**src/rtl/instruction_fetch_pkg.sv**
```systemverilog
// Shared definitions for the instruction fetch stage.
// Holds the halt opcode and its field position, the bubble word, the run-control
// state encoding, the next-PC source selector and a halt-word helper.
package instruction_fetch_pkg;

    localparam logic [3:0]  OPC_HALT = 4'b1111;
    localparam int          OPC_MSB  = 15;
    localparam int          OPC_LSB  = 12;
    localparam logic [15:0] NOP_WORD = 16'h0000;

    typedef enum logic [1:0] {
        IDLE = 2'd0,
        RUN  = 2'd1,
        HALT = 2'd2
    } fetch_state_t;

    typedef enum logic [2:0] {
        SEL_HOLD,
        SEL_INC,
        SEL_BRANCH,
        SEL_JUMP,
        SEL_RESET
    } pc_sel_t;

    function automatic logic is_halt(input logic [15:0] word);
        return word[OPC_MSB:OPC_LSB] == OPC_HALT;
    endfunction

endpackage

```
**src/rtl/instruction_fetch_pc_next_mux.sv**
```systemverilog
// Next-PC selector for the fetch stage (purely combinational).
// Ports:
//   sel           which source drives next_pc (hold/inc/branch/jump/reset)
//   fetch_pc      current fetch address
//   instr_pc      PC of the word in the IR (branch base)
//   branch_offset signed word offset, relative to instr_pc+1
//   jump_target   absolute redirect address
//   next_pc       selected address; wraps mod 2^PC_WIDTH
module instruction_fetch_pc_next_mux
    import instruction_fetch_pkg::*;
#(
    parameter int                   PC_WIDTH = 8,
    parameter logic [PC_WIDTH-1:0]  RESET_PC = '0
) (
    input  pc_sel_t              sel,
    input  logic [PC_WIDTH-1:0]  fetch_pc,
    input  logic [PC_WIDTH-1:0]  instr_pc,
    input  logic [7:0]           branch_offset,
    input  logic [PC_WIDTH-1:0]  jump_target,
    output logic [PC_WIDTH-1:0]  next_pc
);

    logic [PC_WIDTH-1:0] offset_ext;
    logic [PC_WIDTH-1:0] branch_pc;

    // Sized cast of a signed operand sign-extends; the sum truncates so it wraps.
    assign offset_ext = PC_WIDTH'($signed(branch_offset));
    assign branch_pc  = instr_pc + PC_WIDTH'(1) + offset_ext;

    always_comb begin
        next_pc = fetch_pc;
        case (sel)
            SEL_HOLD:   next_pc = fetch_pc;
            SEL_INC:    next_pc = fetch_pc + PC_WIDTH'(1);
            SEL_BRANCH: next_pc = branch_pc;
            SEL_JUMP:   next_pc = jump_target;
            SEL_RESET:  next_pc = RESET_PC;
            default:    next_pc = fetch_pc;
        endcase
    end

endmodule

```
**src/rtl/instruction_fetch.sv**
```systemverilog
// Instruction fetch stage feeding the decoder.
// Drives a synchronous ROM (1-cycle latency) with imem_addr = next_pc, registers
// the returned word into the IR with a valid bit and its PC, and handles stall,
// branch/jump redirect (one bubble), start/halt run control and a fetch counter.
//
//   state | meaning
//   IDLE  | after reset; PC parked, IR bubbles, waiting for start
//   RUN   | fetching sequentially, honouring stall and redirect
//   HALT  | halt word seen; PC parked on it, waiting for start to resume
//
// Ports:
//   clk, rst_n (sync, active-low), start, stall
//   branch_taken, branch_offset, jump_en, jump_target : redirect from the IR word
//   imem_addr / imem_rdata : ROM address (combinational) and data
//   instr, instr_valid, instr_pc : IR contents to the decoder
//   halted, fetch_count : status
module instruction_fetch
    import instruction_fetch_pkg::*;
#(
    parameter int                   PC_WIDTH = 8,
    parameter logic [PC_WIDTH-1:0]  RESET_PC = '0
) (
    input  logic                 clk,
    input  logic                 rst_n,
    input  logic                 start,
    input  logic                 stall,
    input  logic                 branch_taken,
    input  logic [7:0]           branch_offset,
    input  logic                 jump_en,
    input  logic [PC_WIDTH-1:0]  jump_target,
    output logic [PC_WIDTH-1:0]  imem_addr,
    input  logic [15:0]          imem_rdata,
    output logic [15:0]          instr,
    output logic                 instr_valid,
    output logic [PC_WIDTH-1:0]  instr_pc,
    output logic                 halted,
    output logic [15:0]          fetch_count
);

    fetch_state_t        state, state_nxt;
    pc_sel_t             pc_sel;
    logic [PC_WIDTH-1:0] fetch_pc;
    logic [PC_WIDTH-1:0] next_pc;
    logic                redirect;
    logic                ir_load;
    logic                ir_bubble;
    logic                count_inc;

    // Redirect only trusts the IR when it holds a real instruction.
    assign redirect = instr_valid && (jump_en || branch_taken);

    always_comb begin
        state_nxt = state;
        pc_sel    = SEL_HOLD;
        ir_load   = 1'b0;
        ir_bubble = 1'b0;
        count_inc = 1'b0;
        if (!rst_n) begin
            pc_sel = SEL_RESET;
        end else begin
            case (state)
                IDLE: begin
                    ir_bubble = 1'b1;
                    if (start) begin
                        state_nxt = RUN;
                        pc_sel    = SEL_RESET;
                    end
                end
                RUN: begin
                    if (stall) begin
                        pc_sel = SEL_HOLD;
                    end else if (redirect) begin
                        // Wrong-path word at fetch_pc (even a halt word) is dropped.
                        ir_bubble = 1'b1;
                        pc_sel    = jump_en ? SEL_JUMP : SEL_BRANCH;
                    end else if (is_halt(imem_rdata)) begin
                        ir_bubble = 1'b1;
                        state_nxt = HALT;
                    end else begin
                        ir_load   = 1'b1;
                        count_inc = 1'b1;
                        pc_sel    = SEL_INC;
                    end
                end
                HALT: begin
                    ir_bubble = 1'b1;
                    if (start) begin
                        state_nxt = RUN;
                        pc_sel    = SEL_INC;
                    end
                end
                default: begin
                    ir_bubble = 1'b1;
                    state_nxt = IDLE;
                end
            endcase
        end
    end

    instruction_fetch_pc_next_mux #(
        .PC_WIDTH (PC_WIDTH),
        .RESET_PC (RESET_PC)
    ) u_pc_next_mux (
        .sel           (pc_sel),
        .fetch_pc      (fetch_pc),
        .instr_pc      (instr_pc),
        .branch_offset (branch_offset),
        .jump_target   (jump_target),
        .next_pc       (next_pc)
    );

    assign imem_addr = next_pc;
    assign halted    = (state == HALT);

    always_ff @(posedge clk) begin
        if (!rst_n) begin
            state <= IDLE;
        end else begin
            state <= state_nxt;
        end
    end

    always_ff @(posedge clk) begin
        if (!rst_n) begin
            fetch_pc    <= RESET_PC;
            instr       <= NOP_WORD;
            instr_valid <= 1'b0;
            instr_pc    <= '0;
            fetch_count <= '0;
        end else begin
            fetch_pc <= next_pc;
            if (ir_load) begin
                instr       <= imem_rdata;
                instr_valid <= 1'b1;
                instr_pc    <= fetch_pc;
            end else if (ir_bubble) begin
                instr       <= NOP_WORD;
                instr_valid <= 1'b0;
            end
            if (count_inc && fetch_count != 16'hFFFF) begin
                fetch_count <= fetch_count + 16'd1;
            end
        end
    end

endmodule
```
**config.mk**
```make
export PLATFORM = sky130hd
export DESIGN_NAME = instruction_fetch
export DESIGN_NICKNAME = d
export VERILOG_FILES = /design/src/rtl/instruction_fetch_pkg.sv /design/src/rtl/instruction_fetch_pc_next_mux.sv /design/src/rtl/instruction_fetch.sv
export SDC_FILE = /design/constraint.sdc
export NUM_CORES = 1
export LEC_CHECK = 0
export ABC_CLOCK_PERIOD_IN_PS = 5400
export BUFFER_PORTS_ARGS = -buffer_cell sky130_fd_sc_hd__buf_2
export CORE_MARGIN = 2
export CORE_UTILIZATION = 45
export DETAILED_ROUTE_END_ITERATION = 6
export MAX_ROUTING_LAYER = met4
export PLACE_DENSITY_LB_ADDON = 0.2
export SYNTH_ARGS = -nofsm -noshare
export SYNTH_HDL_FRONTEND = slang
export SYNTH_HIERARCHICAL = 1
export SYNTH_SLANG_ARGS = --single-unit
```
**constraint.sdc**
```tcl
create_clock -name clk -period 5.4 [get_ports clk]
set_clock_uncertainty 0.05 [all_clocks]
set_input_delay 1.62 -clock clk [delete_from_list [all_inputs] [get_ports clk]]
set_output_delay 1.62 -clock clk [all_outputs]
set_load 0.02 [all_outputs]
```
==> metrics.md, run 1 <==
| Metric | Value |
|---|---|
| Outcome | finished clean |
| Cell taking the most area after synthesis | dfxtp_1 |
| Synth Area in Compound Gates | 21.11% |
| Synth Register Bits | 51 |
| TritonCTS Sinks | 51 |
| Reg clk slew, reported paths | 0.10 ns |
| Starting Density | a little under half |
| Crit. End Element | output pin |
| RSZ-0062 raised after global routing | false |
| Initial antenna violation count | 0 |
| Final Cycle Share | 95.66% |
| Nets | 480 |
| TritonCTS clock tree | done |
| H-tree depth | 2 |
| WS Path Type | primary input to output pin |
| Worst min-delay path class | flop to flop |
| Placed cell count | between 400 and 500 |
| Clk Latency, worst-skew pair | just over 0.3 ns |
| Area Growth Syn to Fin | 22.65% |
| Post-route DRC | 0 |
| Worst Path Required | 3.73 ns |
| GRT Overall Usage | 22.02% |
| Number of warnings issued by yosys | 6 |
| Final Hold Vio Count | 0 |
| Largest net degree at the start of global routing | 29 |
| Layout cells sized above 1 | 26.16% |
| Vias in the first global route | approximately 2.5k |
| Area contributors post-synth | dfxtp_1, nor2_1, nand2_1 |
| Pwr Density | 200.3 nW/um2 |
| Chip width | a little over 80 um |
| Simple-gate portion of the synthesized area | 28.25% |
| DR vias/cell | roughly 5.5 |
| CP max FO | 3 |
| Layout Cells excl Fill | 507 |
| Post-synthesis mux area share | 2.893% |
| Max-slew violation count | 0 |
| Post-DP Area | 3286 um2 |
| Routed Antenna Nets | 0 |
| Static Leakage | 0.001497 uW |
| Congestion Overflow GR | 0 |
| Max_slew headroom | 58.57% |
| CTS root buf | clkbuf_8 |
| Hold Buf Count CTS | 0 |
| DP HPWL | 5219 um |
| Final Power | 679.8 uW |
| XOR/XNOR Fraction of Synth Area | 1.266% |
| Crit path DAT | between 3 and 4 ns |
| Routed wire length | 6990 um |
| Cell Area, Synth | around 2800 um2 |
| CTS Buf Count | 5 |
| First-pass GRT wire length | between 10,000 and 15,000 um |
| RD Place Congestion | roughly 0.86 |
| Design Area, Final | 3395 um2 |
| Mapped Cells | 342 |
| FILL cells | 560 |
| Core area | roughly 5900 um2 |
| Die area | 6794 um2 |
| Row count | 28 |
| Routed via count | 2,774 |
| Yosys cell types | between 50 and 60 |
| Initial drt markers | 98 |
| Register area share after synthesis | 36.89% |
| Largest family of logic cells by synthesized area | simple AND/OR/NAND/NOR gates |
| Post-Syn Area per Cell | 8.093 um2 |
| TNS Setup | 0 ns |
| Max-Cap Viols | 0 |
| WL/cell | 13.79 um |
| Number of port buffers | 87 |
| # diodes | 0 |
| Yosys top cell area share | 36.89% |
| Critical path startpoint category | primary input |
| Pre-Repair DR Iteration Count | 4 |
| Io pins | 88 |
| Final Setup Violations | 0 |
| Post-Synth Adder-Cell Area | 5.244% |
| Syn Nets | 391 |
| Fmax | just under 200 MHz |
| Slew @ Worst Pin | about 0.61 ns |
| Clk buf depth | 2 |
| Die Ht | 82.43 um |
| Peak supply drop | 0.1434 mV |
| Tmin final | 5.166 ns |
-- what timing repair did --
item,in CTS,in global routing
resized for setup,0,0
buffers inserted,0,2
setup endpoints to repair,0,1
-- synthesized netlist by cell type, drive strengths merged --
master	n
a21boi	2
o21a	2
and4	1
a311oi	1
o31ai	8
xnor2	4
ha	10
o311ai	1
nand4	8
a211oi	2
and3	5
clkbuf	10
dfxtp	51
fa	1
o31a	2
mux2i	8
nor2b	6
a221oi	2
nand2b	11
o2111ai	4
a21oi	15
and4bb	1
a32oi	1
inv	9
nor4	2
nand3	20
a2111oi	1
nor2	42
nor3	4
and2	10
a22oi	19
o41a	1
buf	7
nand2	40
a221o	1
or2	4
o21ai	14
a211o	1
a31oi	2
or4	4
or3	1
o211ai	4
-- metal layers --
layer  vias to the layer above  global-route usage [%]  part of all wire [%]  wire, um
met5                         -                       -                     0         0
met4                         0                   5.500                  0.93        65
met3                         7                   3.696                   5.1       353
met2                        65                   36.45                    46      3183
met1                      1281                   28.00                    48      3387
li1                       1421                       -                     -         -
-- stage by stage --
step                      utilization, %  worst slack (ns)  hold slack [ns]
final                              57.33            0.2341           0.4143
after global routing               57.33           0.05226           0.4542
after CTS                          57.08            0.1865           0.4165
after detailed placement           55.49            0.1833           0.4027
after global placement             55.49            0.2836           0.4038
after floorplan                        -            0.1956           0.3816
-- kinds of logic after synthesis --
kind of cell | Yosys count
AO/OA/AOI/OAI | 83
adder cells (fa/ha/maj) | 11
buffers and inverters | 26
AND/OR/NAND/NOR | 159
flip-flops | 51
XOR/XNOR | 4
multiplexers | 8
-- path summary, 6_finish.rpt --
kind | depth (start not counted) | slack, ns | startpoint | to
worst min register to register | 2 | 0.41 | fetch_pc[7]$_SDFF_PN0_ | instr_pc[7]$_SDFFE_PN0N_
worst max register to register | 9 | 3.14 | state[1]$_SDFFE_PN0P_ | fetch_pc[7]$_SDFF_PN0_
worst max-delay path | 10 | 0.23 | branch_offset[0] | imem_addr[6]
worst min-delay path | 2 | 0.41 | fetch_pc[7]$_SDFF_PN0_ | instr_pc[7]$_SDFFE_PN0N_
-- cell type report --
cell class / instances / area, um2 / share of cell area (%)
multi-input cells: 265 / 1627 / 47.92
well taps: 75 / 93.84 / 2.764
clock inverters: 3 / 25.02 / 0.7372
flip-flops and latches: 51 / 1021 / 30.08
inverters: 9 / 33.78 / 0.9952
clock buffers: 5 / 68.82 / 2.027
repair buffers: 99 / 525.5 / 15.48
-- flip-flops by register name, summed over array words and instances, names as in the netlist --
register / cells
instr_pc: 8
fetch_pc: 8
state: 2
instr: 16
fetch_count: 16
instr_valid: 1
-- cells in the final DEF, fill, tap and decap left out, drive strengths merged, types with 4 or more instances in the layout --
cell,n
buf,99
dfxtp,51
nor2,42
nand2,40
nand3,20
a22oi,19
a21oi,15
o21ai,14
nand2b,11
ha,10
and2,10
inv,9
nand4,8
mux2i,8
o31ai,8
nor2b,6
and3,5
clkbuf,5
o211ai,4
xnor2,4
or4,4
nor3,4
o2111ai,4
or2,4
-- where the power goes --
group	internal, uW	switching (uW)	total [uW]
Sequential	379	2.66	382
Clock	92.9	134	227
Combinational	29.8	41.5	71.3
Total	502	178	680
-- critical path, cell delays in order --
cell and delay, ns:
buf_2 0.08, inv_1 0.05, ha_1 0.20, fa_1 0.38, nand2b_1 0.22, a21oi_1 0.23, o211ai_1 0.11, o41a_1 0.13
o2111ai_1 0.26, buf_2 0.22
(Power assumes the default switching activity.)
==> run 2: changes to the inputs <==
Settings changed: ABC_AREA from default to 1, PLACE_DENSITY_LB_ADDON 0.2 to 0.25.
==> run 2 against run 1 <==
  * Wire length grew 8.5%
  * Global-route usage shrank 0.77 points
  * Fmax grew 5.2%
  * Worst setup slack gained 0.25 ns
  * Register-to-register slack gained 0.20 ns
  * Total power shrank 0.23%
  * Critical path type unchanged
  * Highest routed layer unchanged
==> metrics.md, run 2 <==
| Metric | Value |
|---|---|
| Crit path largest cell delay | 0.28 ns (-0.10 ns) |
| Most frequent cells in the layout | nand2_1, buf_2, dfxtp_1 |
| Post-synth ARST share | 0% (unchanged) |
| Initial antenna violation count | 0 (unchanged) |
| Row count | 29 (+3.6%) |
| CTS root buf | clkbuf_8 |
| Worst min-delay path class | flop to flop |
| Post-Syn Area per Cell | 6.950 um2 (-14%) |
| Number of port buffers | 87 (unchanged) |
| H-tree depth | 2 (unchanged) |
| Die area | 7406 um2 (+9.0%) |
| Slowest CP cell | buf_4 |
| TNS Setup | 0 ns (unchanged) |
| WL/cell | 12.66 um (-8.2%) |
| DR vias/cell | 5.175 (-5.4%) |
| Final Cycle Share | 90.98% (-4.7 points) |
| Critical path startpoint category | primary input |
| Largest regs | fetch_count (16), instr (16) |
| Most frequent cell after synthesis | nand2_1 |
| Pwr Density | 188.7 nW/um2 (-5.8%) |
| Fin Hold WS | 0.4420 ns (+0.02770 ns) |
| Pre-Repair DR Iteration Count | 5 (+1) |
| CTS Buf Count | 5 (unchanged) |
| Final Hold Vio Count | 0 (unchanged) |
| Syn Nets | 485 (+24%) |
| RSZ-0062 raised after global routing | false |
| Top cells by count, synth | nand2_1, dfxtp_1, inv_1 |
| Reg clk slew, reported paths | 0.09 ns (about the same) |
| Largest net degree at the start of global routing | 29 (unchanged) |
| DP HPWL | 5669 um (+8.6%) |
| Worst Path Required | 3.73 ns (about the same) |
| Peak supply drop | 0.1328 mV (-7.4%) |
| Routed wire length | 7583 um (+8.5%) |
| Grt met2 use | 33.05% (-3.4 points) |
| Max-Cap Viols | 0 (unchanged) |
| Layout cells sized above 1 | 26.63% (+0.47 points) |
| Fmax | 203.6 MHz (+5.2%) |
| Crit path DAT | 3.24 ns (-0.26 ns) |
| TritonCTS Sinks | 51 (unchanged) |
| Tmin final | 4.913 ns (-0.2532 ns) |
| TritonCTS clock tree | done |
| Most common library cell in the layout ignoring fill and taps | nand2_1 |
| Final Power | 678.2 uW (-0.23%) |
| WS Path Type | primary input to output pin |
| Register area share after synthesis | 33.69% (-3.2 points) |
| First-pass GRT wire length | 12,490 um (+9.1%) |
| GRT Overall Usage | 21.25% (-0.77 points) |
| Cell Area, Synth | 3030 um2 (+9.5%) |
| Most used routing layer | met2 |
| Placement Setup Slack | 0.4808 ns (+0.2974 ns) |
| Routed via count | 3,100 (+12%) |
| Chip width | 86.06 um (+4.4%) |
| # resized after CTS | 0 (unchanged) |
| Area Growth Syn to Fin | 18.58% |
| Global Route met1 Usage | 28.10% (+0.095 points) |
| Routed Antenna Nets | 0 (unchanged) |
| GR Util met3 | 3.176% (-0.52 points) |
| Area contributors post-synth | dfxtp_1, nand2_1, nand3_1 |
| # diodes | 0 (unchanged) |
| Post-CTS Setup Inserts | 0 (unchanged) |
| Number of flops mapped to enable cells by yosys | 0 (unchanged) |
| Nets | 570 (+19%) |
| Vias in the first global route | 2,762 (+10%) |
| Hold Buf Count CTS | 0 (unchanged) |
| Worst path top cell family by delay | buffers and inverters |
| Crit-path cells | buf_2, buf_4, nand3_1, nand3_1, inv_2, nor3_4, nand2_1, o2111ai_1, buf_2 |
| Outcome | finished clean |
| Initial drt markers | 196 (+100%) |
| Clk buf depth | 2 (unchanged) |
| Clk Latency, worst-skew pair | 0.30 ns (about the same) |
| Yosys top cell area share | 33.69% (-3.2 points) |
| Crit. End Element | output pin |
| Starting Density | 47.18% (+0.44 points) |
| Max_slew headroom | 59.99% (+1.4 points) |
| Io pins | 88 (unchanged) |
| Final Setup Violations | 0 (unchanged) |
| Max-slew violation count | 0 (unchanged) |
| Number of warnings issued by yosys | 6 (unchanged) |
| Post-route DRC | 0 (unchanged) |
| CP max FO | 26 (+23) |
| Congestion Overflow GR | 0 (unchanged) |
| Fin worst setup slack | 0.4873 ns (+0.2532 ns) |
| Static Leakage | 0.001761 uW (+18%) |
| Yosys cell types | 37 (-27%) |
| Ys flop type | dfxtp_1 |
| Core area | 6422 um2 (+8.5%) |
| Cell taking the most area after synthesis | dfxtp_1 |
| Die Ht | 86.06 um (+4.4%) |
| Mapped Cells | 436 (+27%) |
| Final Util | 55.95% (-1.4 points) |
| Number of buffers and inverters on the critical path | 4 (+1) |
| Slew @ Worst Pin | 0.5993 ns (-0.006555 ns) |
| Synth Register Bits | 51 (unchanged) |
| RD Place Congestion | 0.8845 (+3.4%) |
run 2: cell count changes in the layout (fill, tap and decap cells not counted), moves of 11 or more:
| cell | change |
|---|---|
| nand2b_1 | -11 |
| nand2_2 | +12 |
| nand2_1 | +87 |
| nand3_1 | +17 |
| inv_1 | +40 |
run 2: layer usage:
| layer | up-vias | wire (um) |
|---|---|---|
| met4 | 0 | 123 |
| li1 | 1583 | - |
| met1 | 1402 | 3562 |
| met3 | 11 | 427 |
| met2 | 104 | 3470 |
| met5 | - | 0 |
run 2: metrics by stage:
stage / area [um2] / instances
after floorplan: 3030 / 436
after global placement: 3505 / 591
after detailed placement: 3505 / 591
after CTS: 3593 / 599
after global routing: 3593 / 599
final: 3593 / 599
run 2: worst register-to-register path: stages, from the launching register on:
cell and delay [ns]:
dfxtp_1 0.44, nand2_2 0.12, nor2_4 0.13, nand3_4 0.08, buf_4 0.21, inv_2 0.36, nand2_2 0.29, o21ai_0 0.23
nor2_1 0.05
run 2: path summary, 6_finish.rpt:
kind | start | to | slack [ns] | cells past startpoint
max | rst_n | imem_addr[2] | 0.49 | 9
max reg2reg | state[0]$_SDFFE_PN0P_ | fetch_count[0]$_SDFFE_PN0P_ | 3.34 | 8
min | instr_pc[7]$_SDFFE_PN0N_ | instr_pc[7]$_SDFFE_PN0N_ | 0.44 | 2
min reg2reg | instr_pc[7]$_SDFFE_PN0N_ | instr_pc[7]$_SDFFE_PN0N_ | 0.44 | 2
run 2: area by class of cell:
type / count / area, um2
repair buffers: 89 / 450.4
fillers: 654 / 2829
clock buffers: 5 / 68.82
multi-input cells: 319 / 1730
flip-flops and latches: 51 / 1021
clock inverters: 3 / 20.02
well taps: 77 / 96.34
inverters: 55 / 206.4
run 2: kinds of logic (layout without fill, tap and decap cells):
group | count (synthesis) | in the layout | share of synthesized area, %
simple gates | 247 | 247 | 37.78
compound gates | 53 | 53 | 12.22
fa+ha+maj | 11 | 11 | 4.789
flops | 51 | 51 | 33.69
buf+inv | 66 | 152 | 9.207
xor+xnor | 8 | 8 | 2.312
run 2: report_power, final:
part / total, uW / leakage [uW] / internal, uW / switching (uW)
sequential: 383 / 0.000412 / 379 / 3.40
combinational: 73.3 / 0.00131 / 25.5 / 47.8
clock: 222 / 0.0000402 / 90.5 / 132
total: 678 / 0.00176 / 495 / 183
==> run 3: changes to the inputs <==
Settings changed: RECOVER_POWER from default to 25.
==> run 3 against run 2 <==
  * Final area shrank 0.84%
  * Cell count stayed put
  * Register-to-register slack hardly changed
  * Sequential power about the same
  * Sequential cell count is the same
  * Worst hold slack barely moved
  * Clock-buffer cell count did not move
  * Global-route usage unchanged
  * Largest cell class unchanged
==> metrics.md, run 3 (synthesis results as in run 2) <==
| Metric | Value |
|---|---|
| Outcome | finished clean |
| Layout cells sized above 1 | 21.84% (-4.8 points) |
| Placed cell count | 591 (unchanged) |
| Worst setup path startpoint | rst_n |
| Pwr Density | 190.1 nW/um2 (+0.72%) |
| Critical path startpoint category | primary input |
| WS Path Type | primary input to output pin |
| Worst min-delay path class | flop to flop |
| Fin Hold WS | 0.4415 ns (-0.0004550 ns) |
| Slowest CP cell | buf_4 |
| Post-CTS Setup Inserts | 0 (unchanged) |
| Slew @ Worst Pin | 1.081 ns (+0.4820 ns) |
| Area Growth Syn to Fin | 17.59% |
| Most frequent cells in the layout | nand2_1, buf_2, dfxtp_1 |
| Io pins | 88 (unchanged) |
| Number of buffers and inverters on the critical path | 4 (unchanged) |
| Post-DP Area | 3505 um2 (unchanged) |
| Hold Buf Count CTS | 0 (unchanged) |
| H-tree depth | 2 (unchanged) |
| Crit. End Element | output pin |
| Reg clk slew, reported paths | 0.09 ns (about the same) |
| CTS Buf Count | 5 (unchanged) |
| Most common library cell in the layout ignoring fill and taps | nand2_1 |
| Max-Cap Viols | 0 (unchanged) |
| Met3 Wirelength | 396 um (-7.3%) |
| Starting Density | 47.18% (unchanged) |
| RD Place Congestion | 0.8845 (unchanged) |
| Max_slew headroom | 27.84% (-32 points) |
| WL/cell | 12.63 um (-0.22%) |
| Initial antenna violation count | 0 (unchanged) |
| Chip width | 86.06 um (unchanged) |
| Vias in the first global route | 2,762 (unchanged) |
| R2R Path End | fetch_count[0]$_SDFFE_PN0P_ |
| GRT Overall Usage | 21.25% (unchanged) |
| TritonCTS Sinks | 51 (unchanged) |
| DP HPWL | 5669 um (unchanged) |
| Final Power | 677.4 uW (-0.12%) |
| Met1 wire length | 3584 um (+0.62%) |
| WP depth | 9 (unchanged) |
| Hold Path Stages | 2 (unchanged) |
| Largest regs | fetch_count (16), instr (16) |
| Final Hold Vio Count | 0 (unchanged) |
| DR vias/cell | 5.172 (about the same) |
| Crit-path cells | buf_2, buf_4, nand3_1, nand3_1, inv_2, nor3_4, nand2_1, o2111ai_1, buf_2 |
| CP max FO | 26 (unchanged) |
| Crit path largest cell delay | 0.28 ns (about the same) |
| Routed Antenna Nets | 0 (unchanged) |
| Routed via count | 3,098 (-0.065%) |
| Static Leakage | 0.001660 uW (-5.7%) |
| Clk Latency, worst-skew pair | 0.30 ns (about the same) |
| # diodes | 0 (unchanged) |
| Layout Cells excl Fill | 599 (unchanged) |
| Met2 WL | 3460 um (-0.29%) |
| R2r startpoint | state[0]$_SDFFE_PN0P_ |
| Post-route DRC | 0 (unchanged) |
| Routed wire length | 7566 um (-0.22%) |
| Initial drt markers | 202 (+3.1%) |
| Die Ht | 86.06 um (unchanged) |
| Max-slew violation count | 0 (unchanged) |
| Clk buf depth | 2 (unchanged) |
| Crit path capture | imem_addr[2] |
| Die area | 7406 um2 (unchanged) |
| Final Setup Violations | 0 (unchanged) |
| Design Area, Final | 3563 um2 (-0.84%) |
| FF-to-FF setup slack | 3.34 ns (about the same) |
| Worst Path Required | 3.73 ns (about the same) |
| CTS root buf | clkbuf_8 |
| Row count | 29 (unchanged) |
| Crit path DAT | 3.24 ns (about the same) |
| TNS Setup | 0 ns (unchanged) |
| First-pass GRT wire length | 12,490 um (unchanged) |
| Peak supply drop | 0.1324 mV (-0.27%) |
| Number of port buffers | 87 (unchanged) |
| Nets | 570 (unchanged) |
| TritonCTS clock tree | done |
| Pre-Repair DR Iteration Count | 6 (+1) |
| Core area | 6422 um2 (unchanged) |
| Reg2Reg Depth | 8 (unchanged) |
| # resized after CTS | 0 (unchanged) |
| Congestion Overflow GR | 0 (unchanged) |
| Largest net degree at the start of global routing | 29 (unchanged) |
| Fmax | 203.5 MHz (about the same) |
| Worst path top cell family by delay | buffers and inverters |
| Tmin final | 4.913 ns (+0.0003760 ns) |
| Final Cycle Share | 90.98% (about the same) |
| RSZ-0062 raised after global routing | false |
| Top sig layer | met4 |
[run 3: changes by cell type in the layout (fill, tap and decap cells not counted)]
cell,before,now
buf_2,87,63
clkbuf_1,0,24
inv_1,48,49
inv_2,5,4
[run 3: final cells by class]
| cell class | count | area (um2) |
|---|---|---|
| fill | 668 | 2859 |
| inverter | 55 | 206.4 |
| sequential | 51 | 1021 |
| tap | 77 | 96.34 |
| clock buffer | 5 | 68.82 |
| clock inverter | 3 | 20.02 |
| timing repair buffer | 89 | 420.4 |
| multi-input combinational | 319 | 1730 |
[run 3: worst min-delay path, delay by kind of cell, from the launching register on]
family        cells  cell delay (ns)
simple gates      2             0.12
flops             1             0.34
[run 3: through the flow]
stage	worst slack, ns	utilization [%]
global route	0.3060	55.48
global placement	0.5280	54.57
floorplan	0.5224	-
detailed placement	0.4808	54.57
CTS	0.4783	55.95
finish	0.4869	55.48
[run 3: worst min-delay path by stage]
stage / start / to / slack [ns]
2_1_floorplan: state[1]$_SDFFE_PN0P_ / state[1]$_SDFFE_PN0P_ / 0.40
3_3_place_gp: state[1]$_SDFFE_PN0P_ / state[1]$_SDFFE_PN0P_ / 0.42
3_5_place_dp: state[1]$_SDFFE_PN0P_ / state[1]$_SDFFE_PN0P_ / 0.43
4_1_cts: state[1]$_SDFFE_PN0P_ / state[1]$_SDFFE_PN0P_ / 0.44
5_1_grt: state[1]$_SDFFE_PN0P_ / state[1]$_SDFFE_PN0P_ / 0.47
6_report: instr_pc[7]$_SDFFE_PN0N_ / instr_pc[7]$_SDFFE_PN0N_ / 0.44
[run 3: power breakdown]
part,leakage (uW),internal (uW),switching (uW)
Clock,0.0000402,90.5,132
Sequential,0.000412,379,3.43
Combinational,0.00121,24.8,47.5
Total,0.00166,495,183
[run 3: metal layers]
| layer | track usage [%] | vias up |
|---|---|---|
| met2 | 33.05 | 97 |
| met5 | - | - |
| met3 | 3.176 | 12 |
| li1 | - | 1586 |
| met1 | 28.10 | 1403 |
| met4 | 7.504 | 0 |
